==> src/rtl/i2c_pkg.sv <==
// Shared encodings for the i2c arbiter: master state codes, arbiter FSM states
// and direction constants.
package i2c_pkg;

    localparam logic [2:0] M_IDLE  = 3'd0;
    localparam logic [2:0] M_ADDR  = 3'd1;
    localparam logic [2:0] M_WAIT  = 3'd2;
    localparam logic [2:0] M_READ  = 3'd3;
    localparam logic [2:0] M_WRITE = 3'd4;
    localparam logic [2:0] M_DONE  = 3'd5;

    localparam logic READ  = 1'b1;
    localparam logic WRITE = 1'b0;

    typedef enum logic [2:0] {
        ARB,
        LAUNCH,
        START,
        BUSY,
        FINISH
    } arb_state_e;

endpackage

==> src/rtl/i2c_rr_picker.sv <==
// Combinational round-robin picker: first set request at or after the pointer,
// wrapping at NREQ. Returns a one-hot pick and a valid flag.
module i2c_rr_picker #(
    parameter int NREQ = 4,
    parameter int PW   = (NREQ > 1) ? $clog2(NREQ) : 1
) (
    input  logic [NREQ-1:0] req_i,
    input  logic [PW-1:0]   ptr_i,
    output logic [NREQ-1:0] pick_o,
    output logic            valid_o
);

    logic [PW-1:0] idx;

    always_comb begin
        pick_o  = '0;
        valid_o = 1'b0;
        idx     = '0;
        for (int i = 0; i < NREQ; i++) begin
            idx = PW'((int'(ptr_i) + i) % NREQ);
            if (!valid_o && req_i[idx]) begin
                pick_o[idx] = 1'b1;
                valid_o     = 1'b1;
            end
        end
    end

endmodule

==> src/rtl/i2c_arbiter.sv <==
// Round-robin arbiter sharing one i2c byte master between NREQ clients.
// Optional abort on a hung bus when I2C_ARB_TIMEOUT_EN is defined.
module i2c_arbiter
    import i2c_pkg::*;
#(
    parameter int NREQ    = 4,
    parameter int TIMEOUT = 1024
) (
    input  logic              clk,
    input  logic              rst_n,
    input  logic [NREQ-1:0]   req,
    input  logic [NREQ-1:0]   req_rw,
    input  logic [8*NREQ-1:0] req_wdata,
    output logic [NREQ-1:0]   gnt,
    output logic [NREQ-1:0]   done,
    output logic [NREQ-1:0]   err,
    output logic [7:0]        rdata,
    output logic              m_rst,
    output logic              m_rw,
    output logic [7:0]        m_wdata,
    input  logic [7:0]        m_rdata,
    input  logic [2:0]        m_state
);

    localparam int PW = (NREQ > 1) ? $clog2(NREQ) : 1;

    if (NREQ < 2 || NREQ > 8 || TIMEOUT < 16) begin : g_param_chk
        $error("i2c_arbiter: NREQ must be 2..8 and TIMEOUT >= 16");
    end

    arb_state_e      state_q;
    logic [NREQ-1:0] gnt_q, done_q;
    logic [7:0]      rdata_q, wdata_q;
    logic            m_rst_q, rw_q;
    logic [PW-1:0]   owner_q, ptr_q, pick_idx, next_ptr;
    logic [NREQ-1:0] pick;
    logic            pick_vld;
    logic            fin_ok, in_txn;

    i2c_rr_picker #(.NREQ(NREQ), .PW(PW)) u_pick (
        .req_i   (req),
        .ptr_i   (ptr_q),
        .pick_o  (pick),
        .valid_o (pick_vld)
    );

    always_comb begin
        pick_idx = '0;
        for (int i = 0; i < NREQ; i++)
            if (pick[i]) pick_idx = PW'(i);
    end

    assign next_ptr = (owner_q == PW'(NREQ - 1)) ? '0 : owner_q + PW'(1);
    assign fin_ok   = (state_q == FINISH) && (m_state == M_IDLE);
    assign in_txn   = (state_q == START) || (state_q == BUSY) || (state_q == FINISH);

`ifdef I2C_ARB_TIMEOUT_EN
    localparam int CW = $clog2(TIMEOUT);
    logic [CW-1:0]   cnt_q;
    logic [NREQ-1:0] err_q;
    logic            tmo;

    // The LAUNCH cycle itself counts, so err lands exactly TIMEOUT cycles after LAUNCH.
    assign tmo = in_txn && (cnt_q == CW'(TIMEOUT - 2));
    assign err = err_q;

    always_ff @(posedge clk or negedge rst_n) begin
        if (!rst_n)                  cnt_q <= '0;
        else if (state_q == LAUNCH)  cnt_q <= '0;
        else if (in_txn && !tmo)     cnt_q <= cnt_q + CW'(1);
    end
`else
    assign err = '0;
`endif

    always_ff @(posedge clk or negedge rst_n) begin
        if (!rst_n) begin
            state_q <= ARB;
            gnt_q   <= '0;
            done_q  <= '0;
            rdata_q <= '0;
            m_rst_q <= 1'b1;
            rw_q    <= WRITE;
            wdata_q <= '0;
            owner_q <= '0;
            ptr_q   <= '0;
`ifdef I2C_ARB_TIMEOUT_EN
            err_q   <= '0;
`endif
        end else begin
            done_q <= '0;
`ifdef I2C_ARB_TIMEOUT_EN
            err_q  <= '0;
`endif
            case (state_q)
                ARB: if (pick_vld) begin
                    gnt_q   <= pick;
                    owner_q <= pick_idx;
                    rw_q    <= req_rw[pick_idx];
                    wdata_q <= req_wdata[{pick_idx, 3'b000} +: 8];
                    state_q <= LAUNCH;
                end
                LAUNCH: begin
                    m_rst_q <= 1'b0;
                    state_q <= START;
                end
                START:  if (m_state != M_IDLE) state_q <= BUSY;
                BUSY:   if (m_state == M_DONE) state_q <= FINISH;
                FINISH: if (fin_ok) begin
                    if (rw_q == READ) rdata_q <= m_rdata;
                    done_q  <= gnt_q;
                    gnt_q   <= '0;
                    m_rst_q <= 1'b1;
                    ptr_q   <= next_ptr;
                    state_q <= ARB;
                end
                default: state_q <= ARB;
            endcase
`ifdef I2C_ARB_TIMEOUT_EN
            // A completion seen in the same cycle wins over the abort.
            if (tmo && !fin_ok) begin
                err_q   <= gnt_q;
                gnt_q   <= '0;
                m_rst_q <= 1'b1;
                ptr_q   <= next_ptr;
                state_q <= ARB;
            end
`endif
        end
    end

    assign gnt     = gnt_q;
    assign done    = done_q;
    assign rdata   = rdata_q;
    assign m_rst   = m_rst_q;
    assign m_rw    = rw_q;
    assign m_wdata = wdata_q;

endmodule

==> config.mk <==
export PLATFORM = sky130hd
export DESIGN_NAME = i2c_arbiter
export DESIGN_NICKNAME = d
export VERILOG_FILES = /design/src/rtl/i2c_pkg.sv /design/src/rtl/i2c_rr_picker.sv /design/src/rtl/i2c_arbiter.sv
export SDC_FILE = /design/constraint.sdc
export NUM_CORES = 1
export LEC_CHECK = 0
export ABC_AREA = 0
export CAP_MARGIN = 20
export CELL_PAD_IN_SITES_DETAIL_PLACEMENT = 1
export CELL_PAD_IN_SITES_GLOBAL_PLACEMENT = 1
export CORE_MARGIN = 4
export CORE_UTILIZATION = 33
export CTS_CLUSTER_DIAMETER = 80
export DETAILED_ROUTE_END_ITERATION = 8
export HOLD_SLACK_MARGIN = 0.03
export PLACE_DENSITY = 0.81
export SYNTH_ARGS = -nofsm -noshare
export SYNTH_HDL_FRONTEND = slang
export SYNTH_SLANG_ARGS = --single-unit
==> constraint.sdc <==
create_clock -name clk -period 3.17 [get_ports clk]
set_input_delay 0.634 -clock clk [delete_from_list [all_inputs] [get_ports clk]]
set_output_delay 0.634 -clock clk [all_outputs]
set_load 0.005 [all_outputs]
==> results.py, run 1 <==
metrics = {
    "status": {
        "status": "completed",
    },
    "synthesis": {
        "synthDistinctLibCells": 53,
        "yosys_warnings": 0,
        "synth.avg_cell_area_um2": 9.20,
        "synthFlopType": "dfrtp_1",
        "synth-edff-count": 0,
        "synth_area_mm2": 0.00229,
        "async_flop_share_pct": 100,
        "synth_seq_area_share_pct": 36.1,
        "syn_inst": 249,
        "ys_seq_elements": 33,
    },
    "timing": {
        "tns_ns": 0,
        "worst_pin_slew_ns": 0.501,
        "fin_crit_ns": 2.94,
        "setup_viol": 0,
        "maxSlewHeadroom_pct": 66.4,
        "final_max_slew_viol_count": 0,
        "hold_viol_final": 0,
        "fmax_ghz": 0.340,
        "fin_ws_ns": 0.231,
        "period_share_pct": 92.7,
        "clock_skew_ns": 0.00747,
        "rsz0062_at_grt": "no",
    },
    "layout": {
        "area_growth_pct": 41.8,
        "fin_cells": 410,
        "layout.area.seq_um2": 827,
        "fin_nets": 389,
        "multi_input_area_mm2": 0.00131,
        "n_antenna_cell": 0,
        "fillers": 777,
        "stdcell_area_mm2": 0.00325,
        "layout-drive-gt1-share_pct": 12.1,
    },
    "clocking": {
        "clock-sinks": 33,
        "clock_latency_ns": 0.28,
        "holdBufCountCts": 0,
        "htree_levels": 2,
        "cts_root_buf": "clkbuf_8",
        "cts_buffers": 5,
        "postCtsSetupBuffers": 0,
        "cts_tree": "yes",
        "cts-resized-gates": 0,
        "path_clk_slew_ns": 0.07,
        "clk_path_buf_depth": 2,
    },
    "power": {
        "peakVddDrop_uv": 212,
        "leakage_nw": 1.37,
        "total_power_w": 0.00172,
        "powerDensity_mw_per_mm2": 528,
    },
    "setup_path": {
        "rrSetupSlack_ns": 0.23,
        "crit_type": "input port to flop",
        "max_stage_delay_ns": 0.64,
        "start_kind": "input port",
        "crit_path_cell_trace": "clkdlybuf4s50_1, mux4_2, a2111oi_4, a2bb2oi_2, o211ai_1, a31oi_1",
        "end_kind": "flop",
        "worstPathMaxFanout": 11,
        "cp_data_arrival_time_ns": 3.14,
        "cpMaxStageDelayCell": "mux4_2",
        "required_ns": 3.37,
    },
    "floorplan": {
        "pin_count": 83,
        "core_mm2": 0.00676,
        "rows": 30,
        "die_w_um": 91.3,
        "die_h_um": 91.3,
        "initial_core_util_pct": 33.9,
        "die_area_mm2": 0.00834,
    },
    "placement": {
        "place_area_mm2": 0.00317,
        "dpl.hpwl_um": 5250,
        "port_buffers": 78,
        "dp_slack_ns": -0.0709,
        "place_congestion": 0.827,
        "dpl.cell_count": 402,
    },
    "grt": {
        "grt_first_pass_wirelength_um": 11400,
        "grt_pass1_vias": 2304,
        "antenna_found_initial": 0,
        "track_usage_pct": 16.5,
        "grt_max_degree": 34,
        "grt.overflow.total": 0,
    },
    "routing": {
        "dr.pass1.iters": 4,
        "drt-initial-drc-count": 65,
        "ant_nets": 0,
        "drt-total-wl_um": 6610,
        "num_vias": 2153,
        "drc": 0,
        "via_per_inst": 5.25,
        "wl_per_cell_um": 16.1,
    },
    "flow_run": {
        "drv_cap": 0,
    },
    "worst_hold_path": {
        "worstHoldPathType": "flop to flop",
    },
}
[final cells by class]
class / instances / area share, %
multi-input combinational: 185 / 40.2
timing repair buffer: 89 / 27.0
sequential: 33 / 25.5
tap: 80 / 3.08
clock buffer: 6 / 2.23
inverter: 15 / 1.73
clock inverter: 2 / 0.308
[registers in the layout (all words and copies together) (netlist names)]
register / count
ptr_q: 2
state_q: 3
done: 4
m_wdata: 8
rdata: 8
m_rst: 1
gnt: 4
m_rw: 1
owner_q: 2
[cell usage in the layout, fill, tap and decap left out, drive strengths merged, types with 3 or more instances in the layout]
master         synthesis  final
nor2                  16     16
nand3                 14     14
a2111oi                3      3
nor3                   4      4
a21oi                 13     13
dfrtp                 32     32
a211oi                 9      9
conb                   1      4
and2                   4      4
o211ai                10     10
ha                     7      7
o21ai                  9      9
clkdlybuf4s50          0     78
mux2i                  3      3
and3                   7      7
o2bb2ai               10     10
nand2b                 3      3
inv                   15     15
mux2                  10     10
a31oi                 10     10
o22ai                  3      3
clkbuf                 6      6
nand2                 18     18
buf                   13     11
o21a                   3      3
[routing by layer]
layer  up-vias  global-route usage, %  wire length (µm)  share of wire [%]
li1       1074                      -                 -                  -
met1      1011                   21.6              3040                 46
met2        59                   27.6              3210                 49
met3         9                   3.07               250                3.8
met4         0                   5.28               107                1.6
met5         -                      0                 0                  0
[stage by stage]
step / hold WS (ns) / util, %
2_1_floorplan: 0.338 / -
3_3_place_gp: 0.485 / 46.9
3_5_place_dp: 0.495 / 46.9
4_1_cts: 0.510 / 48.1
5_1_grt: 0.530 / 48.1
6_report: 0.506 / 48.1
[cell families after synthesis]
logic type,count (synthesis),synth area share [%]
compound gates,81,27.6
flops,33,36.1
fa+ha+maj,7,3.82
other cells,1,0.164
simple gates,79,17.5
buf+inv,34,7.65
mux,14,7.21
[final timing paths]
kind | from | endpoint | cells past startpoint
max | req[3] | m_wdata[2] | 6
min | rdata[6] | rdata[6] | 1
max reg2reg | ptr_q[1] | m_wdata[2] | 8
max in group asynchronous | rst_n | m_rst | 2
min in group asynchronous | rst_n | state_q[0] | 2
min reg2reg | rdata[6] | rdata[6] | 1
[worst max-delay path: cells and delay by family]
kind	cells	cell delay, ns
compound gates	4	1.33
buf+inv	1	0.54
mux	1	0.64
[power by group]
group	internal (W)	switching [W]	total [W]
clock	0.000152	0.000149	0.000301
combinational	0.000415	0.000365	0.000780
sequential	0.000540	0.0000945	0.000635
total	0.00111	0.000608	0.00172
[Yosys cell counts (2+ instances only)]
cell | instances | area [µm²]
nor4_1 | 2 | 12.5
and2_1 | 4 | 25.0
buf_6 | 2 | 22.5
dfrtp_1 | 32 | 801
nand2_1 | 18 | 67.6
nand3_1 | 14 | 70.1
buf_4 | 7 | 52.6
clkbuf_1 | 5 | 18.8
o211ai_1 | 10 | 75.1
inv_1 | 15 | 56.3
nor2_1 | 16 | 60.1
buf_2 | 4 | 20.0
a21oi_1 | 12 | 60.1
a211oi_1 | 9 | 67.6
nor3_1 | 4 | 20.0
mux2_2 | 10 | 113
o22ai_1 | 3 | 18.8
nor3b_1 | 2 | 15.0
a31oi_1 | 10 | 62.6
ha_1 | 7 | 87.6
mux2i_1 | 3 | 30.0
a2111oi_4 | 2 | 55.1
o21ai_0 | 9 | 45.0
o2bb2ai_1 | 9 | 78.8
a2111o_1 | 2 | 22.5
nand2b_1 | 3 | 18.8
o21a_1 | 3 | 22.5
and3_1 | 7 | 43.8
Power figures use the tool's default switching activity.
==> run 2: changes to the inputs <==
--- a/config.mk
+++ b/config.mk
@@ -9,7 +9,8 @@
 export CAP_MARGIN = 20
 export CELL_PAD_IN_SITES_DETAIL_PLACEMENT = 1
 export CELL_PAD_IN_SITES_GLOBAL_PLACEMENT = 1
-export CORE_MARGIN = 4
+export CORE_ASPECT_RATIO = 0.7
+export CORE_MARGIN = 2
 export CORE_UTILIZATION = 33
 export CTS_CLUSTER_DIAMETER = 80
 export DETAILED_ROUTE_END_ITERATION = 8
==> constraint.sdc (replaced) <==
create_clock -name clk -period 3.33 [get_ports clk]
set_input_delay 0.666 -clock clk [delete_from_list [all_inputs] [get_ports clk]]
set_output_delay 0.666 -clock clk [all_outputs]
set_load 0.005 [all_outputs]
==> results.py, run 2 (same netlist as run 1, synthesis figures left out) <==
metrics = {
    "timing": {
        "worst_pin_slew_ns": 0.958,
        "setup_viol": 0,
        "clock_skew_ns": 0.00760,
        "rsz0062_at_grt": "no",
        "tns_ns": 0,
        "hold_viol_final": 0,
        "final_max_slew_viol_count": 0,
        "maxSlewHeadroom_pct": 36.0,
        "fmax_ghz": 0.332,
        "fin_crit_ns": 3.01,
        "period_share_pct": 90.5,
    },
    "setup_path": {
        "cp_data_arrival_time_ns": 3.17,
        "crit_type": "input port to flop",
        "worstPathMaxFanout": 9,
        "crit_path_start": "req[3]",
        "required_ns": 3.49,
        "start_kind": "input port",
        "end_kind": "flop",
        "r2r-start": "ptr_q[1]",
    },
    "layout": {
        "final_cell_mix": "clkdlybuf4s50_1 (78), dfrtp_1 (32), nand2_1 (18)",
        "stdcell_area_mm2": 0.00326,
        "final_common_cell": "clkdlybuf4s50_1",
        "layout-drive-gt1-share_pct": 12.4,
        "n_antenna_cell": 0,
        "area_growth_pct": 42.2,
        "fin_nets": 389,
    },
    "grt": {
        "antenna_found_initial": 0,
        "grt.overflow.total": 0,
        "grt_max_degree": 34,
        "grt_first_pass_wirelength_um": 12100,
        "track_usage_pct": 20.0,
        "grt_pass1_vias": 2317,
    },
    "clocking": {
        "path_clk_slew_ns": 0.07,
        "clock_latency_ns": 0.29,
        "cts_root_buf": "clkbuf_8",
        "cts_tree": "yes",
        "clock-sinks": 33,
        "cts-resized-gates": 0,
        "htree_levels": 2,
        "holdBufCountCts": 0,
        "clk_path_buf_depth": 2,
        "cts_buffers": 5,
        "postCtsSetupBuffers": 0,
    },
    "floorplan": {
        "initial_core_util_pct": 34.1,
        "die_area_mm2": 0.00764,
        "die_h_um": 73.7,
        "pin_count": 83,
        "core_mm2": 0.00673,
        "rows": 25,
        "die_w_um": 104,
    },
    "power": {
        "peakVddDrop_uv": 244,
        "powerDensity_mw_per_mm2": 511,
        "leakage_nw": 1.36,
    },
    "routing": {
        "num_vias": 2234,
        "ant_nets": 0,
        "wl_per_cell_um": 17.2,
        "drt-total-wl_um": 7310,
        "drt-initial-drc-count": 131,
        "dr.pass1.iters": 4,
        "drc": 0,
        "via_per_inst": 5.27,
    },
    "placement": {
        "dpl.hpwl_um": 5740,
        "place_area_mm2": 0.00317,
        "port_buffers": 78,
        "place_congestion": 0.828,
    },
    "worst_hold_path": {
        "hp-start": "gnt[2]",
        "worstHoldPathType": "flop to flop",
    },
    "status": {
        "status": "completed",
    },
    "flow_run": {
        "drv_cap": 0,
    },
}
[run 2: path summary, 6_finish.rpt]
path | to | slack [ns] | cells past startpoint
setup / recovery | m_wdata[3] | 0.32 | 6
hold / removal | done[2] | 0.51 | 1
setup reg to reg | m_wdata[3] | 0.38 | 7
hold reg to reg | done[2] | 0.51 | 1
max in group asynchronous | m_rst | 2.19 | 2
min in group asynchronous | done[0] | 0.81 | 2
[run 2: power breakdown]
group / total [W] / internal, W / switching [W] / leakage, nW
Sequential: 0.000610 / 0.000514 / 0.0000955 / 0.403
Combinational: 0.000755 / 0.000396 / 0.000359 / 0.914
Clock: 0.000298 / 0.000144 / 0.000154 / 0.0439
[run 2: per-layer routing]
layer  vias up  share of wire (%)  GRT usage (%)
li1       1079                  -              -
met1      1066                 47           26.9
met2        85                 47           34.8
met3         4                6.3           4.35
met4         0               0.34           1.95
met5         -                  0              0
[run 2: through the flow]
step	utilization (%)	total power, W	worst slack, ns	hold WS (ns)	std cells
after floorplan	-	0.000988	0.864	0.370	252
after global placement	47.0	0.00134	0.0685	0.486	415
after detailed placement	47.1	0.00138	0.0280	0.493	416
after CTS	48.4	0.00168	0.348	0.510	424
after global routing	48.4	0.00178	0.0867	0.540	424
final	48.4	0.00166	0.317	0.508	424
[run 2: layout make-up]
cell class                      instances  area (µm²)
Fill cell                             791        3470
Multi-Input combinational cell        185        1310
Clock inverter                          3        17.5
Inverter                               15        56.3
Timing Repair Buffer                   89         863
Tap cell                               94         118
Sequential cell                        33         827
Clock buffer                            5        68.8
[run 2: critical path: stages]
cell and delay, ns:
clkdlybuf4s50_1 0.54, mux4_2 0.65, a2111oi_2 0.85, o2bb2ai_1 0.11, o211ai_1 0.22, a31oi_1 0.12
